==> src/rtl/pipe5_alu_core.sv <==
// Five-stage integer ALU pipeline (S1 fetch, S2 decode/read, S3 execute, S4 mem, then write-back) with a 32-entry regfile.
// Define FORWARD_EN to bypass EX operands from S3/S4; without it, RAW hazards interlock S1 instead.
module pipe5_alu_core #(
    parameter int XLEN  = 32,
    parameter int CNT_W = 16
) (
    input  logic             clk,
    input  logic             rst,
    input  logic             in_valid,
    output logic             in_ready,
    input  logic [31:0]      in_inst,
    input  logic             hold,
    output logic             wb_valid,
    output logic [4:0]       wb_rd,
    output logic [XLEN-1:0]  wb_data,
    input  logic [4:0]       dbg_addr,
    output logic [XLEN-1:0]  dbg_data,
    output logic [CNT_W-1:0] retired,
    output logic             busy
);

    localparam logic [1:0] OP_ADD = 2'b00;
    localparam logic [1:0] OP_SUB = 2'b01;
    localparam logic [1:0] OP_AND = 2'b10;

    logic [XLEN-1:0]  rf [32];

    logic             s1_valid;
    logic [1:0]       s1_op;
    logic [4:0]       s1_rs1, s1_rs2, s1_rd;

    logic             s2_valid;
    logic [1:0]       s2_op;
    logic [4:0]       s2_rd;
    logic [XLEN-1:0]  s2_a, s2_b;
`ifdef FORWARD_EN
    logic [4:0]       s2_rs1, s2_rs2;
`endif

    logic             s3_valid;
    logic [4:0]       s3_rd;
    logic [XLEN-1:0]  s3_data;

    logic             s4_valid;
    logic [4:0]       s4_rd;
    logic [XLEN-1:0]  s4_data;

    logic [CNT_W-1:0] retired_q;

    logic             interlock, accept, retire, wr_en;
    logic [XLEN-1:0]  rd_a, rd_b, op_a, op_b, alu;
    logic             unused_inst;

    assign unused_inst = ^in_inst[19:5];

    assign in_ready = !hold && !interlock;
    assign accept   = in_valid && in_ready;
    assign retire   = s4_valid && !hold;
    assign wr_en    = retire && (s4_rd != 5'd0);

    assign wb_valid = s4_valid;
    assign wb_rd    = s4_rd;
    assign wb_data  = s4_data;
    assign retired  = retired_q;
    assign busy     = s1_valid || s2_valid || s3_valid || s4_valid;
    assign dbg_data = (dbg_addr == 5'd0) ? '0 : rf[dbg_addr];

    // Decode read sees the S4 write landing at the end of this same cycle.
    always_comb begin
        rd_a = rf[s1_rs1];
        rd_b = rf[s1_rs2];
        if (s4_valid && s4_rd == s1_rs1) rd_a = s4_data;
        if (s4_valid && s4_rd == s1_rs2) rd_b = s4_data;
        if (s1_rs1 == 5'd0) rd_a = '0;
        if (s1_rs2 == 5'd0) rd_b = '0;
    end

`ifdef FORWARD_EN
    // Later assignment wins, so the younger S3 result takes priority over S4.
    always_comb begin
        op_a = s2_a;
        op_b = s2_b;
        if (s4_valid && s4_rd != 5'd0 && s4_rd == s2_rs1) op_a = s4_data;
        if (s4_valid && s4_rd != 5'd0 && s4_rd == s2_rs2) op_b = s4_data;
        if (s3_valid && s3_rd != 5'd0 && s3_rd == s2_rs1) op_a = s3_data;
        if (s3_valid && s3_rd != 5'd0 && s3_rd == s2_rs2) op_b = s3_data;
    end

    assign interlock = 1'b0;
`else
    function automatic logic dep(input logic v, input logic [4:0] rd,
                                 input logic [4:0] a, input logic [4:0] b);
        return v && (rd != 5'd0) && (rd == a || rd == b);
    endfunction

    assign op_a = s2_a;
    assign op_b = s2_b;
    // Producers in S4 are covered by the write-through read, so only S2/S3 stall.
    assign interlock = s1_valid && (dep(s2_valid, s2_rd, s1_rs1, s1_rs2) ||
                                    dep(s3_valid, s3_rd, s1_rs1, s1_rs2));
`endif

    always_comb begin
        case (s2_op)
            OP_ADD:  alu = op_a + op_b;
            OP_SUB:  alu = op_a - op_b;
            OP_AND:  alu = op_a & op_b;
            default: alu = op_a | op_b;
        endcase
    end

    always_ff @(posedge clk or posedge rst) begin
        if (rst) begin
            s1_valid  <= 1'b0;
            s1_op     <= '0;
            s1_rs1    <= '0;
            s1_rs2    <= '0;
            s1_rd     <= '0;
            s2_valid  <= 1'b0;
            s2_op     <= '0;
            s2_rd     <= '0;
            s2_a      <= '0;
            s2_b      <= '0;
`ifdef FORWARD_EN
            s2_rs1    <= '0;
            s2_rs2    <= '0;
`endif
            s3_valid  <= 1'b0;
            s3_rd     <= '0;
            s3_data   <= '0;
            s4_valid  <= 1'b0;
            s4_rd     <= '0;
            s4_data   <= '0;
            retired_q <= '0;
        end else if (!hold) begin
            if (!interlock) begin
                s1_valid <= accept;
                if (accept) begin
                    s1_op  <= in_inst[31:30];
                    s1_rs1 <= in_inst[29:25];
                    s1_rs2 <= in_inst[24:20];
                    s1_rd  <= in_inst[4:0];
                end
                s2_valid <= s1_valid;
                s2_op    <= s1_op;
                s2_rd    <= s1_rd;
                s2_a     <= rd_a;
                s2_b     <= rd_b;
`ifdef FORWARD_EN
                s2_rs1   <= s1_rs1;
                s2_rs2   <= s1_rs2;
`endif
            end else begin
                s2_valid <= 1'b0;
            end
            s3_valid <= s2_valid;
            s3_rd    <= s2_rd;
            s3_data  <= alu;
            s4_valid <= s3_valid;
            s4_rd    <= s3_rd;
            s4_data  <= s3_data;
            if (retire) retired_q <= retired_q + CNT_W'(1);
        end
    end

    always_ff @(posedge clk or posedge rst) begin
        if (rst) begin
            for (int i = 0; i < 32; i++) rf[i] <= '0;
        end else if (wr_en) begin
            rf[s4_rd] <= s4_data;
        end
    end

endmodule

==> config.mk <==
export PLATFORM = sky130hd
export DESIGN_NAME = pipe5_alu_core
export DESIGN_NICKNAME = d
export VERILOG_FILES = /design/src/rtl/pipe5_alu_core.sv
export SDC_FILE = /design/constraint.sdc
export NUM_CORES = 2
export LEC_CHECK = 0
export CAP_MARGIN = 20
export CORE_ASPECT_RATIO = 0.8
export CORE_UTILIZATION = 40
export DETAILED_ROUTE_END_ITERATION = 16
export HOLD_SLACK_MARGIN = 0.15
export REMOVE_ABC_BUFFERS = 1
export SLEW_MARGIN = 25
export SYNTH_ARGS = -nofsm -noshare
export SYNTH_HDL_FRONTEND = slang
export SYNTH_SLANG_ARGS = --single-unit
export TNS_END_PERCENT = 20
==> constraint.sdc <==
create_clock -name clk -period 92.8 [get_ports clk]
set_clock_uncertainty 0.2 [all_clocks]
set_input_delay 18.56 -clock clk [delete_from_list [all_inputs] [get_ports clk]]
set_output_delay 18.56 -clock clk [all_outputs]
set_load 0.01 [all_outputs]
==> results.json <==
{
  "total_cts_buffers": 134,
  "numClockSinks": 1206,
  "leakagePower_nw": 34.7,
  "cp_slowest_stage_delay_ps": 880,
  "cp_data_arrival_time_ps": 22840,
  "tightest_slew_ps": 1130,
  "post_synth_adder_cell_area": 0.00947,
  "synth_top_family_by_area": "multiplexers",
  "floorplan.initialDensity": 0.404,
  "post_synth_inst_count": 4933,
  "ys_types": 66,
  "synth-compound-area-share": 0.0381,
  "drc": 0,
  "final.period_utilization": 0.448,
  "tns_ps": 0,
  "grt_pass1_wl_um": 344000,
  "cell_type_of_the_slowest_stage_on_the_worst_timing_path": "sky130_fd_sc_hd__buf_4",
  "critPathMaxFanout": 72,
  "fmax_mhz": 24.0,
  "detailed_route_iter0_violations": 5120,
  "finalSetupViolCount": 0,
  "grt_antenna_before_repair": 3,
  "first_pass_iteration_count_of_the_detailed_router": 6,
  "critical_path.cell_chain": "buf_8, buf_4, buf_4, mux4_2, mux4_2, mux2i_1, nor2_1, clkdlybuf4s50_1",
  "synth_top_area_share": 0.415,
  "globalRouteTotalUtil": 0.254,
  "cts_tree": "built",
  "startpoint_type": "primary input",
  "post_synth.cell_area_avg_um2": 14.7,
  "slew_headroom": 0.250,
  "post_cts_hold_buffer_count": 0,
  "area_used_by_multi_input_combinational_logic_um2": 40600,
  "std_cell_rows": 139,
  "yosys-top-cells-area": "sky130_fd_sc_hd__dfrtp_1 42%, sky130_fd_sc_hd__mux4_2 28%, sky130_fd_sc_hd__mux2_2 17%",
  "crit_required_ps": 74040,
  "cts_setup_buffers": 0,
  "final-seq-area_um2": 30200,
  "die_height_um": 383,
  "synth_xor_area_frac": 0.0125,
  "timing.setup.critical_path_class": "primary input to primary output",
  "drt-wirelength-per-cell_um": 31.6,
  "viasPerCell": 6.56,
  "nets": 4843,
  "die_area_um2": 183000,
  "layout.filler_cells": 15900,
  "final_critical_path_setup_slack_ps": 51200,
  "cts_htree_levels": 4,
  "cts_resized": 0,
  "yosys_warnings": 0,
  "core_area_um2": 180000,
  "synth_seq_cells": 1206,
  "whs_ps": 215,
  "number_of_max_cap_violations": 0,
  "ir_drop_mv": 0.0217,
  "capturing_element_type_of_the_critical_path": "primary output",
  "detailedPlacementHpwl_um": 133000,
  "dp_worst_setup_slack_ps": 51230,
  "wirelength_um": 229000,
  "antenna_left": 0,
  "area_growth_syn_to_layout_pct": 11.0,
  "synth_mux_area_frac": 0.466,
  "period_minus_slack_ps": 41600,
  "hold_path.class": "register to register",
  "synthSimpleGateAreaFrac": 0.0274,
  "cts_buffer_depth": 3,
  "die-width_um": 479,
  "rsz_0062_raised_after_global_routing": "no",
  "edff_count_synth": 0,
  "place.port_buffers": 113,
  "io_pins": 129,
  "timing_max_transition_violations_final": 0,
  "ys_dominant_reg_cell": "sky130_fd_sc_hd__dfrtp_1",
  "final_common_cell": "sky130_fd_sc_hd__dfrtp_1",
  "async_reset_ff_frac": 1.00,
  "synth_seq_area_share": 0.415,
  "maximum_number_of_pins_on_one_net_before_global_route_repair": 180,
  "via_count_of_the_first_global_routing_pass": 47800,
  "power.density_nw_per_um2": 30.5,
  "run_status": "finished clean",
  "synthesis.area_um2": 72700,
  "path_clk_slew_ps": 60,
  "grt_overflow_total": 0,
  "library_cell_used_as_clock_root_buffer": "sky130_fd_sc_hd__clkbuf_16",
  "gp_routability_congestion": 0.944,
  "clkLatencyLatePin_ps": 800,
  "route.vias.total": 47700,
  "layout-drive-gt1-share": 0.491,
  "cell_type_with_the_highest_aggregate_area_in_the_netlist": "sky130_fd_sc_hd__dfrtp_1",
  "mostFrequentLayoutCells": "1194 x sky130_fd_sc_hd__dfrtp_1, 1067 x sky130_fd_sc_hd__mux2_2, 916 x sky130_fd_sc_hd__mux4_2",
  "timing_hold_violations_final": 0
}
where the power goes:
part	switching [mW]	internal [mW]
clock	0.232	0.322
combinational	0.440	0.530
sequential	0.218	0.715
total	0.891	1.57
cells by family after synthesis:
group,Yosys count
compound gates,450
xor+xnor,104
fa+ha+maj,59
buf+inv,568
flops,1206
mux,2106
simple gates,440
through the flow:
| step | cells | util | power [mW] | cell area, um2 |
|---|---|---|---|---|
| finish | 7267 | 0.448 | 2.46 | 80700 |
| global route | 7266 | 0.448 | 2.59 | 80700 |
| CTS | 7262 | 0.447 | 2.46 | 80500 |
| detailed placement | 7023 | 0.422 | 1.90 | 76000 |
| global placement | 7021 | 0.422 | 1.87 | 76000 |
| floorplan | 4387 | - | 1.60 | 70500 |
registers in the layout, summed over array words and instances (netlist names):
name      count
rf         1024
s1_rd         5
s1_valid      1
s1_rs1        5
wb_rd         5
wb_valid      1
s3_rd         5
s3_valid      1
s1_op         2
retired      16
op_b         32
s3_data      32
s2_op         2
s1_rs2        5
op_a         32
s2_rd         5
wb_data      32
s2_valid      1
worst max-delay path, delay by kind of cell:
| kind | cells | cell delay [ps] |
|---|---|---|
| multiplexers | 3 | 1320 |
| AND/OR/NAND/NOR | 1 | 100 |
| buffers and inverters | 4 | 2650 |
area by class of cell:
cell class	instances	area share
Multi-Input combinational cell	3159	0.503
Sequential cell	1206	0.375
Clock buffer	202	0.0503
Tap cell	2397	0.0372
Timing Repair Buffer	243	0.0286
Clock inverter	37	0.00549
Inverter	22	0.00112
Antenna cell	1	0.0000310
per-layer routing:
metal | vias to the layer above | GRT usage | part of all wire | routed length (um)
met5 | - | 0 | 0 | 0
met4 | 0 | 0.0629 | 0.020 | 4490
met3 | 290 | 0.0604 | 0.089 | 20400
met2 | 2264 | 0.361 | 0.44 | 101000
met1 | 26100 | 0.387 | 0.45 | 104000
li1 | 19100 | - | - | -
synthesized netlist by cell type, drive strengths merged, types with 26 or more instances:
| master | n |
|---|---|
| dfrtp | 1206 |
| mux2 | 1067 |
| mux4 | 916 |
| clkbuf | 346 |
| nand2 | 217 |
| buf | 199 |
| o21ai | 163 |
| mux2i | 123 |
| nor2 | 96 |
| a21oi | 93 |
| xor2 | 60 |
| a211oi | 51 |
| xnor2 | 44 |
| ha | 35 |
| nor2b | 27 |
| a21o | 26 |
worst paths after layout:
| path | start | to | slack (ps) | cells after the start |
|---|---|---|---|---|
| worst max-delay path | dbg_addr[1] | dbg_data[14] | 51200 | 8 |
| worst min-delay path | rf[998] | rf[998] | 210 | 0 |
| worst max register to register | s1_rs1[0] | op_a[0] | 87410 | 9 |
| worst min register to register | rf[998] | rf[998] | 210 | 0 |
| max in group asynchronous | rst | rf[437] | 70360 | 6 |
| min in group asynchronous | rst | rf[687] | 18050 | 2 |
No activity file was read; power rests on OpenSTA's default activity.
